[src/rtl/bp_me_wb_client_if.sv]
`default_nettype none
// ============================================================================
// Module   : bp_me_wb_client_if
// Function : Bundles the Wishbone slave port and the BedRock mem_fwd/mem_rev
//            endpoint of bp_me_wb_client.
// Revision : 1.0
// ============================================================================
interface bp_me_wb_client_if #(
    parameter int PADDR_WIDTH  = 40,
    parameter int DATA_WIDTH   = 64,
    parameter int LCE_ID_WIDTH = 8,
    parameter int DID_WIDTH    = 3
);
    // Header layout, MSB first: msg_type[4] | addr | size[3] | lce_id | src_did
    localparam int HDR_W = 4 + PADDR_WIDTH + 3 + LCE_ID_WIDTH + DID_WIDTH;

    logic [HDR_W-1:0]       mem_fwd_header_o;
    logic [DATA_WIDTH-1:0]  mem_fwd_data_o;
    logic                   mem_fwd_v_o;
    logic                   mem_fwd_ready_and_i;
    logic                   mem_fwd_last_o;
    logic [HDR_W-1:0]       mem_rev_header_i;
    logic [DATA_WIDTH-1:0]  mem_rev_data_i;
    logic                   mem_rev_v_i;
    logic                   mem_rev_ready_and_o;
    logic                   mem_rev_last_i;

    logic [PADDR_WIDTH-4:0] adr_i;
    logic [DATA_WIDTH-1:0]  dat_i;
    logic                   cyc_i;
    logic                   stb_i;
    logic                   we_i;
    logic [7:0]             sel_i;
    logic [2:0]             cti_i;
    logic [1:0]             bte_i;
    logic [DATA_WIDTH-1:0]  dat_o;
    logic                   ack_o;
    logic                   err_o;

    modport slave (
        output mem_fwd_header_o, mem_fwd_data_o, mem_fwd_v_o, mem_fwd_last_o,
        input  mem_fwd_ready_and_i,
        input  mem_rev_header_i, mem_rev_data_i, mem_rev_v_i, mem_rev_last_i,
        output mem_rev_ready_and_o,
        input  adr_i, dat_i, cyc_i, stb_i, we_i, sel_i, cti_i, bte_i,
        output dat_o, ack_o, err_o
    );

    modport master (
        input  mem_fwd_header_o, mem_fwd_data_o, mem_fwd_v_o, mem_fwd_last_o,
        output mem_fwd_ready_and_i,
        output mem_rev_header_i, mem_rev_data_i, mem_rev_v_i, mem_rev_last_i,
        input  mem_rev_ready_and_o,
        output adr_i, dat_i, cyc_i, stb_i, we_i, sel_i, cti_i, bte_i,
        input  dat_o, ack_o, err_o
    );
endinterface
`default_nettype wire

[src/rtl/bp_me_wb_client.sv]
`default_nettype none
// ============================================================================
// Module   : bp_me_wb_client
// Function : Wishbone B4 slave issuing single-beat BedRock uncached commands,
//            one outstanding transaction at a time.
// Revision : 1.0
// ============================================================================
module bp_me_wb_client #(
    parameter int                    PADDR_WIDTH  = 40,
    parameter int                    DATA_WIDTH   = 64,
    parameter int                    LCE_ID_WIDTH = 8,
    parameter int                    DID_WIDTH    = 3,
    parameter logic [LCE_ID_WIDTH-1:0] LCE_ID     = '0,
    parameter logic [DID_WIDTH-1:0]    DID        = '0
) (
    input  wire logic          clk_i,
    input  wire logic          reset_n_i,
    bp_me_wb_client_if.slave   bus
);
    localparam int HDR_W = 4 + PADDR_WIDTH + 3 + LCE_ID_WIDTH + DID_WIDTH;

    localparam logic [3:0] c_MSG_UC_RD = 4'd2;
    localparam logic [3:0] c_MSG_UC_WR = 4'd3;

    localparam logic [2:0] S_IDLE = 3'd0;
    localparam logic [2:0] S_SEND = 3'd1;
    localparam logic [2:0] S_WAIT = 3'd2;
    localparam logic [2:0] S_ACK  = 3'd3;
    localparam logic [2:0] S_ERR  = 3'd4;

    logic [2:0]            r_state;
    logic [2:0]            w_next;
    logic [HDR_W-1:0]      r_hdr;
    logic [DATA_WIDTH-1:0] r_data;
    logic [DATA_WIDTH-1:0] r_dat_o;
    logic [2:0]            r_off;

    logic                  w_req;
    logic                  w_legal;
    logic [2:0]            w_off;
    logic [2:0]            w_size;
    logic [DATA_WIDTH-1:0] w_shift;
    logic [DATA_WIDTH-1:0] w_rep;
    logic                  w_fwd_v;
    logic                  w_rev_ready;
    logic                  w_ack;
    logic                  w_err;
    logic                  w_rev_fire;
    logic                  w_unused;

    assign w_req      = bus.cyc_i & bus.stb_i;
    assign w_rev_fire = w_rev_ready & bus.mem_rev_v_i;

    // Byte-select decode: offset of lowest lane and log2 of the access size
    always_comb begin
        w_legal = 1'b1;
        w_off   = 3'd0;
        w_size  = 3'd0;
        case (bus.sel_i)
            8'h01: w_off = 3'd0;
            8'h02: w_off = 3'd1;
            8'h04: w_off = 3'd2;
            8'h08: w_off = 3'd3;
            8'h10: w_off = 3'd4;
            8'h20: w_off = 3'd5;
            8'h40: w_off = 3'd6;
            8'h80: w_off = 3'd7;
            8'h03: w_size = 3'd1;
            8'h0C: begin w_off = 3'd2; w_size = 3'd1; end
            8'h30: begin w_off = 3'd4; w_size = 3'd1; end
            8'hC0: begin w_off = 3'd6; w_size = 3'd1; end
            8'h0F: w_size = 3'd2;
            8'hF0: begin w_off = 3'd4; w_size = 3'd2; end
            8'hFF: w_size = 3'd3;
            default: w_legal = 1'b0;
        endcase
    end

    assign w_shift = bus.dat_i >> {w_off, 3'b000};

    always_comb begin
        w_rep = w_shift;
        case (w_size)
            3'd0:    w_rep = {8{w_shift[7:0]}};
            3'd1:    w_rep = {4{w_shift[15:0]}};
            3'd2:    w_rep = {2{w_shift[31:0]}};
            default: w_rep = w_shift;
        endcase
    end

    always_ff @(posedge clk_i or negedge reset_n_i) begin
        if (!reset_n_i) begin
            r_state <= S_IDLE;
        end else begin
            r_state <= w_next;
        end
    end

    // A dropped cyc_i never aborts: the BedRock transaction always drains
    always_comb begin
        w_next = r_state;
        case (r_state)
            S_IDLE: begin
                if (w_req) begin
                    w_next = w_legal ? S_SEND : S_ERR;
                end
            end
            S_SEND:  if (bus.mem_fwd_ready_and_i) w_next = S_WAIT;
            S_WAIT:  if (bus.mem_rev_v_i)         w_next = S_ACK;
            S_ACK:   w_next = S_IDLE;
            S_ERR:   w_next = S_IDLE;
            default: w_next = S_IDLE;
        endcase
    end

    always_comb begin
        w_fwd_v     = 1'b0;
        w_rev_ready = 1'b0;
        w_ack       = 1'b0;
        w_err       = 1'b0;
        case (r_state)
            S_SEND:  w_fwd_v     = 1'b1;
            S_WAIT:  w_rev_ready = 1'b1;
            S_ACK:   w_ack       = 1'b1;
            S_ERR:   w_err       = 1'b1;
            default: ;
        endcase
    end

    always_ff @(posedge clk_i or negedge reset_n_i) begin
        if (!reset_n_i) begin
            r_hdr   <= '0;
            r_data  <= '0;
            r_off   <= 3'd0;
            r_dat_o <= '0;
        end else begin
            if ((r_state == S_IDLE) && w_req && w_legal) begin
                r_hdr  <= {(bus.we_i ? c_MSG_UC_WR : c_MSG_UC_RD),
                           bus.adr_i, w_off, w_size, LCE_ID, DID};
                r_data <= w_rep;
                r_off  <= w_off;
            end
            if (w_rev_fire && (r_hdr[HDR_W-1 -: 4] == c_MSG_UC_RD)) begin
                r_dat_o <= bus.mem_rev_data_i << {r_off, 3'b000};
            end
        end
    end

    assign bus.mem_fwd_header_o    = r_hdr;
    assign bus.mem_fwd_data_o      = r_data;
    assign bus.mem_fwd_v_o         = w_fwd_v;
    assign bus.mem_fwd_last_o      = w_fwd_v;
    assign bus.mem_rev_ready_and_o = w_rev_ready;
    assign bus.dat_o               = r_dat_o;
    assign bus.ack_o               = w_ack & bus.cyc_i;
    assign bus.err_o               = w_err;

    assign w_unused = ^{bus.cti_i, bus.bte_i, bus.mem_rev_header_i[HDR_W-5:0]};

    always_ff @(posedge clk_i) begin
        if (reset_n_i) begin
            assert (DATA_WIDTH == 64);
            if (w_rev_fire) begin
                assert (bus.mem_rev_last_i);
                assert (bus.mem_rev_header_i[HDR_W-1 -: 4] == r_hdr[HDR_W-1 -: 4]);
            end
        end
    end
endmodule
`default_nettype wire

[src/flat_wrapper.sv]
// flat-port wrapper written by rule: the top's interface ports become plain ports
module bp_me_wb_client_flat 
#(
    parameter int                    PADDR_WIDTH  = 40,
    parameter int                    DATA_WIDTH   = 64,
    parameter int                    LCE_ID_WIDTH = 8,
    parameter int                    DID_WIDTH    = 3,
    parameter logic [LCE_ID_WIDTH-1:0] LCE_ID     = '0,
    parameter logic [DID_WIDTH-1:0]    DID        = '0
)
  (clk_i, reset_n_i, bus_mem_fwd_header_o, bus_mem_fwd_data_o, bus_mem_fwd_v_o, bus_mem_fwd_last_o, bus_mem_fwd_ready_and_i, bus_mem_rev_header_i, bus_mem_rev_data_i, bus_mem_rev_v_i, bus_mem_rev_last_i, bus_mem_rev_ready_and_o, bus_adr_i, bus_dat_i, bus_cyc_i, bus_stb_i, bus_we_i, bus_sel_i, bus_cti_i, bus_bte_i, bus_dat_o, bus_ack_o, bus_err_o);
  bp_me_wb_client_if #(.PADDR_WIDTH(PADDR_WIDTH), .DATA_WIDTH(DATA_WIDTH), .LCE_ID_WIDTH(LCE_ID_WIDTH), .DID_WIDTH(DID_WIDTH)) bus_i ();
  input  wire logic clk_i;
  input  wire logic reset_n_i;
  output wire logic [$bits(bus_i.mem_fwd_header_o)-1:0] bus_mem_fwd_header_o;
  output wire logic [$bits(bus_i.mem_fwd_data_o)-1:0] bus_mem_fwd_data_o;
  output wire logic [$bits(bus_i.mem_fwd_v_o)-1:0] bus_mem_fwd_v_o;
  output wire logic [$bits(bus_i.mem_fwd_last_o)-1:0] bus_mem_fwd_last_o;
  input wire logic [$bits(bus_i.mem_fwd_ready_and_i)-1:0] bus_mem_fwd_ready_and_i;
  input wire logic [$bits(bus_i.mem_rev_header_i)-1:0] bus_mem_rev_header_i;
  input wire logic [$bits(bus_i.mem_rev_data_i)-1:0] bus_mem_rev_data_i;
  input wire logic [$bits(bus_i.mem_rev_v_i)-1:0] bus_mem_rev_v_i;
  input wire logic [$bits(bus_i.mem_rev_last_i)-1:0] bus_mem_rev_last_i;
  output wire logic [$bits(bus_i.mem_rev_ready_and_o)-1:0] bus_mem_rev_ready_and_o;
  input wire logic [$bits(bus_i.adr_i)-1:0] bus_adr_i;
  input wire logic [$bits(bus_i.dat_i)-1:0] bus_dat_i;
  input wire logic [$bits(bus_i.cyc_i)-1:0] bus_cyc_i;
  input wire logic [$bits(bus_i.stb_i)-1:0] bus_stb_i;
  input wire logic [$bits(bus_i.we_i)-1:0] bus_we_i;
  input wire logic [$bits(bus_i.sel_i)-1:0] bus_sel_i;
  input wire logic [$bits(bus_i.cti_i)-1:0] bus_cti_i;
  input wire logic [$bits(bus_i.bte_i)-1:0] bus_bte_i;
  output wire logic [$bits(bus_i.dat_o)-1:0] bus_dat_o;
  output wire logic [$bits(bus_i.ack_o)-1:0] bus_ack_o;
  output wire logic [$bits(bus_i.err_o)-1:0] bus_err_o;
  assign bus_mem_fwd_header_o = bus_i.mem_fwd_header_o;
  assign bus_mem_fwd_data_o = bus_i.mem_fwd_data_o;
  assign bus_mem_fwd_v_o = bus_i.mem_fwd_v_o;
  assign bus_mem_fwd_last_o = bus_i.mem_fwd_last_o;
  assign bus_i.mem_fwd_ready_and_i = bus_mem_fwd_ready_and_i;
  assign bus_i.mem_rev_header_i = bus_mem_rev_header_i;
  assign bus_i.mem_rev_data_i = bus_mem_rev_data_i;
  assign bus_i.mem_rev_v_i = bus_mem_rev_v_i;
  assign bus_i.mem_rev_last_i = bus_mem_rev_last_i;
  assign bus_mem_rev_ready_and_o = bus_i.mem_rev_ready_and_o;
  assign bus_i.adr_i = bus_adr_i;
  assign bus_i.dat_i = bus_dat_i;
  assign bus_i.cyc_i = bus_cyc_i;
  assign bus_i.stb_i = bus_stb_i;
  assign bus_i.we_i = bus_we_i;
  assign bus_i.sel_i = bus_sel_i;
  assign bus_i.cti_i = bus_cti_i;
  assign bus_i.bte_i = bus_bte_i;
  assign bus_dat_o = bus_i.dat_o;
  assign bus_ack_o = bus_i.ack_o;
  assign bus_err_o = bus_i.err_o;
  bp_me_wb_client #(.PADDR_WIDTH(PADDR_WIDTH), .DATA_WIDTH(DATA_WIDTH), .LCE_ID_WIDTH(LCE_ID_WIDTH), .DID_WIDTH(DID_WIDTH), .LCE_ID(LCE_ID), .DID(DID)) u_core (.clk_i(clk_i), .reset_n_i(reset_n_i), .bus(bus_i));
endmodule
[config.mk]
export PLATFORM = sky130hd
export DESIGN_NAME = bp_me_wb_client_flat
export DESIGN_NICKNAME = d
export VERILOG_FILES = /design/src/rtl/bp_me_wb_client_if.sv /design/src/rtl/bp_me_wb_client.sv /design/src/flat_wrapper.sv
export SDC_FILE = /design/constraint.sdc
export NUM_CORES = 1
export LEC_CHECK = 0
export CAP_MARGIN = 20
export CORE_MARGIN = 1.5
export CORE_UTILIZATION = 30
export DETAILED_ROUTE_END_ITERATION = 12
export PLACE_DENSITY = 0.59
export REMOVE_ABC_BUFFERS = 1
export SETUP_SLACK_MARGIN = 0.02
export SLEW_MARGIN = 20
export SYNTH_ARGS = -nofsm -noshare
export SYNTH_HDL_FRONTEND = slang
export SYNTH_SLANG_ARGS = --single-unit
[constraint.sdc]
create_clock -name clk_i -period 4.81 [get_ports clk_i]
set_input_delay 0.962 -clock clk_i [delete_from_list [all_inputs] [get_ports clk_i]]
set_output_delay 0.962 -clock clk_i [all_outputs]
set_load 0.1 [all_outputs]
======== Word level (Yosys, flattened, before mapping) ========
Cells that the tools add are included.
storage, ports and cells
  register bits after elaboration ......... 181
  input bits .............................. 244
  output and inout port bits .............. 191
  logic and storage cells ................. 61
operators by class
  equality and inequality tests ........... 25
  shift operators ......................... 2
  muxes and demuxes ....................... 14
  bitwise operators ....................... 3
  reductions and logical operators ........ 12
operators with widths
  kind                                                             number
  64-bit case mux with 3 select lines                              1
  64-bit by 6-bit left shift with 64-bit output                    1
  64-bit by 6-bit >> shifter with 64-bit output                    1
  8-bit == test, second input constant                             4
  8-bit by 4-bit == test with 1-bit output, second input constant  3
  3-bit case mux with 7 select lines                               1
  8-bit by 2-bit == test with 1-bit output, second input constant  2
  8-bit by 6-bit == test with 1-bit output, second input constant  2
  15-bit OR reduction                                              1
  3-bit 2-to-1 mux                                                 4
  3-bit case mux with 3 select lines                               1
  8-bit by 1-bit == test with 1-bit output, second input constant  1
  8-bit by 3-bit == test with 1-bit output, second input constant  1
  8-bit by 5-bit == test with 1-bit output, second input constant  1
  8-bit by 7-bit == test with 1-bit output, second input constant  1
  3-bit by 2-bit == test with 1-bit output, second input constant  2
  3-bit logical NOT                                                2
  1-bit 2-to-1 mux                                                 6
  2-bit case mux with 3 select lines                               1
  2-bit OR reduction                                               3
  4-bit by 2-bit == test with 1-bit output, second input constant  1
  2-bit != test, second input constant                             2
  4-bit OR reduction                                               1
  1-bit AND                                                        3
  8 further kinds                                                  10

======== Longest topological paths before layout ========
Gate-level depths: netlist (run 1).
  depth in word-level cells ............... 6
  gate-level depth with buffers ........... 13
  gate-level depth less buffers ........... 8

======== Worst setup path after synthesis (run 1) ========
No wires, ideal clock.
  path type ............................... register to register
  start point ............................. reg u_core.r_state[1]
  end point ............................... reg u_core.r_dat_o[32], in the netlist u_core.bus.dat_o[32]
  setup time .............................. 0.069 ns
  data arrival time ....................... 4.320 ns
  required time ........................... 4.741 ns
  slack ................................... 0.421 ns
  cell stages (with the launch flop) ...... 7
  path buffers ............................ 2
  clock period less this slack ............ 4.389 ns
  path through ............................ dfrtp_1 > clkbuf_1 > nor3b_1 > nand4b_1 > clkbuf_1 > nor4_1 > a221o_1
between the ends
  word-level cells in the longest chain between the ends .. 4
ends and longest elaborated chain
  what                                      line                    text
  start: declaration                        bp_me_wb_client.sv:31   logic [2:0] r_state;
  start signal: assignment                  bp_me_wb_client.sv:95   r_state <= w_next;
  3-bit by 2-bit == test with 1-bit output  bp_me_wb_client.sv:121  case (r_state)
  1-bit 2-to-1 mux                          bp_me_wb_client.sv:121
  via bus_mem_rev_ready_and_o               flat_wrapper.sv:24      output wire logic [$bits(bus_i.mem_rev_ready_and_o)-1:0] bus_mem_rev_ready_and_o;
  1-bit AND                                 bp_me_wb_client.sv:52   assign w_rev_fire = w_rev_ready & bus.mem_rev_v_i;
  1-bit logical AND                         bp_me_wb_client.sv:143  if (w_rev_fire && (r_hdr[HDR_W-1 -: 4] == c_MSG_UC_RD)) begin
  end signal: assignment                    bp_me_wb_client.sv:144  r_dat_o <= bus.mem_rev_data_i << {r_off, 3'b000};
  end: declaration                          bp_me_wb_client.sv:35   logic [DATA_WIDTH-1:0] r_dat_o;
The timed path passes the listed nets, and every way through them passes these cells.
A chain may end at the register's enable or synchronous reset.

======== Worst setup path in the final report (run 1) ========
  start point ............................. in bus_sel_i[1]
  end point ............................... reg u_core.r_data[56], in the netlist u_core.bus.mem_fwd_data_o[56]
between the ends
  word-level cells in the longest chain between the ends .. 5
  elaborated cells on any way between the ends .. 30
  those cells by class .................... 17 x eq/ne; 1 x shift; 4 x mux; 8 x reduce/logical
ends and longest elaborated chain
  what                                                                                             line                    text
  start: declaration                                                                               flat_wrapper.sv:30      input wire logic [$bits(bus_i.sel_i)-1:0] bus_sel_i;
  8-bit by 5-bit == test with 1-bit output, or another cell as far along                           bp_me_wb_client.sv:59   case (bus.sel_i)
  3-bit OR reduction (no line), or another cell as far along                                       n/a
  3-bit case mux with 7 select lines / 2-bit case mux with 3 select lines (equally long branches)  bp_me_wb_client.sv:59
  64-bit by 6-bit >> shifter with 64-bit output, or another cell as far along                      bp_me_wb_client.sv:79   assign w_shift = bus.dat_i >> {w_off, 3'b000};
  64-bit case mux with 3 select lines                                                              bp_me_wb_client.sv:83   case (w_size)
  end signal: assignment                                                                           bp_me_wb_client.sv:140  r_data <= w_rep;
  end: declaration                                                                                 bp_me_wb_client.sv:34   logic [DATA_WIDTH-1:0] r_data;
Parallel ways exist; a longest one is shown, timed or not.

==> results of run 1 <==
state kept, by name, summed over array words and instances, names as in the netlist:
register                     count
u_core.bus.dat_o                64
u_core.bus.mem_fwd_data_o       64
u_core.bus.mem_fwd_header_o     42
u_core.r_state                   3
u_core.r_off                     2
worst max-delay path by stage:
stage / from / endpoint / slack, ps / cells past startpoint
CTS: bus_sel_i[1] / u_core.bus.mem_fwd_data_o[56] / 870 / 10
global placement: bus_sel_i[7] / u_core.bus.mem_fwd_data_o[56] / 450 / 10
floorplan: u_core.r_state[1] / u_core.bus.dat_o[32] / -2200 / 4
global route: bus_sel_i[7] / u_core.bus.mem_fwd_data_o[56] / 700 / 10
finish: bus_sel_i[1] / u_core.bus.mem_fwd_data_o[56] / 810 / 10
detailed placement: bus_sel_i[1] / u_core.bus.mem_fwd_data_o[24] / 380 / 10
cells in the mapped netlist (5+ instances only):
| master | count |
|---|---|
| a31oi_1 | 12 |
| buf_1 | 6 |
| and3_1 | 5 |
| nor3_1 | 11 |
| buf_6 | 7 |
| o21a_1 | 12 |
| nor2_1 | 93 |
| nor4_1 | 5 |
| buf_2 | 22 |
| a211oi_1 | 29 |
| buf_4 | 18 |
| o31ai_1 | 5 |
| o211ai_1 | 10 |
| clkbuf_1 | 53 |
| o21bai_1 | 6 |
| nor2b_1 | 9 |
| dfrtp_1 | 175 |
| o2bb2ai_1 | 11 |
| a221o_1 | 10 |
| mux4_2 | 17 |
| o21ai_0 | 66 |
| a22oi_1 | 13 |
| nand2_1 | 276 |
| a21oi_1 | 59 |
| a22o_1 | 24 |
| mux2i_1 | 82 |
| nand3_1 | 22 |
| mux2_2 | 27 |
| nand2b_1 | 9 |
| a221oi_1 | 11 |
| o21ai_1 | 8 |
| nor3b_1 | 5 |
area by class of cell:
cell class	instances	area, sq um	area share [%]
Clock buffer	18	429	2.78
Tap cell	461	577	3.74
Clock inverter	14	150	0.974
Sequential cell	175	4380	28.4
Inverter	3	11.3	0.0731
Timing Repair Buffer	401	3950	25.6
Multi-Input combinational cell	925	5910	38.3
critical path, stage by stage:
cell	delay (ps)
clkdlybuf4s50_1	590
or4b_1	610
o311ai_2	150
and2_2	510
buf_4	230
mux4_2	510
mux2i_1	310
or3_1	220
o21ai_2	70
o21bai_1	160
through the flow:
step	util, %	instances
global route	43.3	1997
CTS	43.3	1997
floorplan	-	1103
global placement	41.7	1965
detailed placement	41.7	1965
finish	43.3	1997
routing by layer:
layer  track usage [%]  up-vias  share of wire [%]
met1              26.8     5115                 42
met3              5.39       53                8.2
met2              35.9      432                 48
met4              7.34        2                2.1
li1                  -     4948                  -
met5                 0        -              0.034
power by group:
| group | switching [mW] | internal [mW] |
|---|---|---|
| combinational | 4.97 | 1.44 |
| sequential | 0.330 | 2.00 |
| clock | 0.696 | 0.735 |
| total | 6.00 | 4.18 |
cell families after synthesis:
group	count (synthesis)	share of synthesized area [%]
AO/OA/AOI/OAI	316	20.6
XOR/XNOR	2	0.231
buffers and inverters	112	5.65
flip-flops	175	40.4
multiplexers	129	14.5
other	1	0.0346
AND/OR/NAND/NOR	464	18.5
==> results.cfg, run 1 <==
[power]
power.total_mw = 10.2
peakVddDrop_mv = 0.628
p_leak_nw = 6.42
p_per_area_nw_per_um2 = 660

[route]
ant_nets = 0
firstDrtPassIters = 5
vias = 10550
wirelength_um = 40600
drtIter0Drc = 584
post_drt_wl_per_cell_um = 20.4
viasPerCell = 5.28
drc = 0

[placement]
dpl_cell_area_sq_um = 14800
dp_hpwl_um = 29600
place_ws_ps = 378
io_buffers = 356
place_congestion = 0.894

[timing]
rsz0062_at_grt = false
whs_ps = 468
worstMarginPinSlew_ps = 1090
maxSlewViolCount = 0
hold_viol = 0
fin_skew_ps = 13.6
fmax_mhz = 250
fin_ws_ps = 812
tns_ps = 0
max_slew_margin_pct = 26.8
fin_crit_sh_pct = 83.1
setup_viol = 0
fin_crit_ps = 4000

[clock_tree]
numClockSinks = 175
clk-insertion-delay-late_ps = 460
root_buffer = clkbuf_16
cts_tree = yes
cts_resized = 0
hold_buffers = 0
cts_buffer_depth = 2
cts_max_level = 4
cts_buffers = 17
path_clk_slew_ps = 80
cts_setup_buffers = 0

[logic_synthesis]
synth_area_sq_um = 10800
yosys.area.top_type = dfrtp_1
synthArstFlopShare_pct = 100
synthCells = 1199
synth_top_cell_area_share_pct = 40.4
synth-edff-count = 0
ys_seq_area_share_pct = 40.4
ys_warn_count = 0
synth-main-ff-cell = dfrtp_1
avgSynthCellArea_sq_um = 9.03
ys_types = 80
yosys-top-cells-area = dfrtp_1 40%, nand2_1 9.6%, mux2i_1 7.6%, mux4_2 3.5%, nor2_1 3.2%
synth-seq-cells = 175

[die]
die-area_sq_um = 37200
die_h_um = 193
ios = 435
rows = 69
dieWidth_um = 193
initial_utilization_pct = 30.4
coreArea_sq_um = 35600

[hold_path]
hold_path_depth = 2
holdPathEnd = u_core.bus.mem_fwd_data_o[15]
hold_start = u_core.bus.mem_fwd_data_o[15]
worstHoldPathType = reg -> reg

[worst_setup_path]
reg2reg_from = u_core.r_state[1]
rrSetupSlack_ps = 2110
r2r-end = u_core.bus.dat_o[33]
reg2regPathDepth = 6
critPathRequiredTime_ps = 5140
critPathKind = in -> reg
cp_max_fo = 12
start_kind = primary input
crit_arrival_ps = 4330
cp-end-kind = register

[run]
drv_cap = 0

[layout]
stdcell_area_sq_um = 15400
antennaDiodeCount = 0
synthToLayoutAreaGrowth_pct = 42.3
nFillCells = 3584
layout_common_cells = 354 x clkdlybuf4s50_1, 276 x nand2_1, 173 x dfrtp_1
drive_gt1_share_pct = 9.90
nNetsFinal = 1767
mostFrequentLayoutCell = clkdlybuf4s50_1

[global_route]
grt_util_all_layers_pct = 21.4
overflow = 0
grt_max_degree = 105
antenna_found_initial = 1
grt_pass1_wl_um = 61100
grt_pass1_vias = 10320

[run_status]
outcome = finished, final reports clean
No activity file was read; power rests on OpenSTA's default activity.
==> run 2: changes to the inputs <==
--- a/config.mk
+++ b/config.mk
@@ -9,7 +9,7 @@
 export CORE_MARGIN = 1.5
 export CORE_UTILIZATION = 30
 export DETAILED_ROUTE_END_ITERATION = 12
-export PLACE_DENSITY = 0.59
+export PLACE_DENSITY = 0.61
 export REMOVE_ABC_BUFFERS = 1
 export SETUP_SLACK_MARGIN = 0.02
 export SLEW_MARGIN = 20
==> constraint.sdc (replaced) <==
create_clock -name clk_i -period 3.6 [get_ports clk_i]
set_input_delay 0.72 -clock clk_i [delete_from_list [all_inputs] [get_ports clk_i]]
set_output_delay 0.72 -clock clk_i [all_outputs]
set_load 0.1 [all_outputs]
==> run 2 against run 1 <==
Net effect:
- sequential share of layout area fell by 0.95 points
- design area up 3.4%
- sequential cell count did not move
- clock power up 34%
- critical path depth grew 1
- total power grew 34%
- non-clock buffer count rose by 67
- global-route usage increased by 0.33 points
- via count grew 3.1%
- clock skew down 3.4 ps
- combinational power increased by 34%
- critical path type unchanged
- largest cell class unchanged
==> results.cfg, run 2 (synthesized netlist as in run 1, its figures left out) <==
[die]
ios = 435
coreArea_sq_um = 35600
rows = 69
die_h_um = 193
dieWidth_um = 193
die-area_sq_um = 37200
initial_utilization_pct = 30.4

[route]
drc = 0
wirelength_um = 41300
drtIter0Drc = 748
post_drt_wl_per_cell_um = 20.0
firstDrtPassIters = 5
ant_nets = 0
vias = 10876
viasPerCell = 5.27

[timing]
hold_viol = 0
worstMarginPinSlew_ps = 1020
fin_crit_ps = 3200
maxSlewViolCount = 0
fin_skew_ps = 10.2
rsz0062_at_grt = false
fin_crit_sh_pct = 88.8
whs_ps = 283
max_slew_margin_pct = 31.6
setup_viol = 0
fmax_mhz = 313

[layout]
fin_util_pct = 44.8
seq_area_sq_um = 4380
drive_gt1_share_pct = 15.3
layout_common_cells = 323 x clkdlybuf4s50_1, 276 x nand2_1, 173 x dfrtp_1
synthToLayoutAreaGrowth_pct = 47.2
nFillCells = 3479
multiInputGateArea_sq_um = 5890
nNetsFinal = 1834
mostFrequentLayoutCell = clkdlybuf4s50_1

[worst_setup_path]
start_kind = primary input
critPathRequiredTime_ps = 3930
cp_max_fo = 8
reg2regPathDepth = 5
rrSetupSlack_ps = 1310
critPathLaunch = bus_sel_i[5]
r2r-end = u_core.bus.dat_o[23]
reg2reg_from = u_core.r_state[1]
cp-end-kind = register
critPathKind = in -> reg
crit_arrival_ps = 3530

[clock_tree]
root_buffer = clkbuf_16
cts_resized = 0
cts_buffers = 17
numClockSinks = 175
cts_max_level = 4
cts_setup_buffers = 0
clk-insertion-delay-late_ps = 450
cts_buffer_depth = 2
hold_buffers = 0
path_clk_slew_ps = 70
cts_tree = yes

[placement]
place_congestion = 0.904
io_buffers = 356
dp_hpwl_um = 31200

[global_route]
grtUsageMet3_pct = 5.39
grt_util_met2_pct = 37.0
overflow = 0
met1_usage_pct = 27.3
antenna_found_initial = 1
grt_util_all_layers_pct = 21.8
grt_pass1_wl_um = 62000
grt_max_degree = 93
grt.busiest_layer = met2
grt_pass1_vias = 10672

[power]
peakVddDrop_mv = 0.616
p_leak_nw = 6.84
p_per_area_nw_per_um2 = 855

[run]
drv_cap = 0

[hold_path]
worstHoldPathType = in -> async

[run_status]
outcome = finished, final reports clean
## run 2: cell types whose count changed in the layout (fill, tap and decap cells not counted), sizes merged, moves of 3 or more
cell,delta
buf,+98
clkdlybuf4s50,-31
clkinv,+3
inv,-6
## run 2: critical path, cell delays in order
cell,delay (ps)
clkdlybuf4s50_1,460
or4b_1,540
o311ai_2,110
and2_2,240
buf_12,150
mux4_2,530
mux2i_1,250
buf_4,180
nor2_1,40
a211oi_1,240
nor2_1,70
## run 2: how the worst max path moves through the flow
stage	slack (ps)	cells past startpoint	to
global placement	10	9	u_core.bus.mem_fwd_data_o[54]
global route	260	10	u_core.bus.mem_fwd_header_o[11]
floorplan	-3410	4	u_core.bus.dat_o[32]
detailed placement	-40	11	u_core.bus.mem_fwd_data_o[48]
CTS	450	11	u_core.bus.mem_fwd_data_o[48]
finish	400	11	u_core.bus.mem_fwd_data_o[48]
## run 2: where the power goes
part	internal [mW]	leakage [nW]	total, mW	switching [mW]
clock	1.06	0.286	1.92	0.861
combinational	1.92	4.24	8.57	6.65
sequential	2.68	2.31	3.13	0.456
## run 2: through the flow
stage | TNS, ps | instances | total power [mW] | worst slack (ps) | area [sq um]
CTS | 0 | 2062 | 13.7 | 450 | 15900
detailed placement | -102 | 2032 | 11.8 | -41.6 | 15400
global route | 0 | 2062 | 14.1 | 262 | 15900
finish | 0 | 2063 | 13.6 | 402 | 15900
floorplan | -256040 | 1103 | 9.44 | -3410 | 10300
global placement | 0 | 2032 | 11.7 | 13.0 | 15400
## run 2: metal layers
metal	up-vias	wire length [um]
met3	61	3480
met4	0	742
met1	5230	17100
met2	497	20000
li1	5088	-
met5	-	0
## run 2: layout make-up
class                   instances  area share [%]
repair buffers                468            28.2
multi-input cells             925            37.0
inverters                       3          0.0706
clock inverters                11           0.840
clock buffers                  19            2.84
flip-flops and latches        175            27.5
well taps                     461            3.62
diodes                          1          0.0157
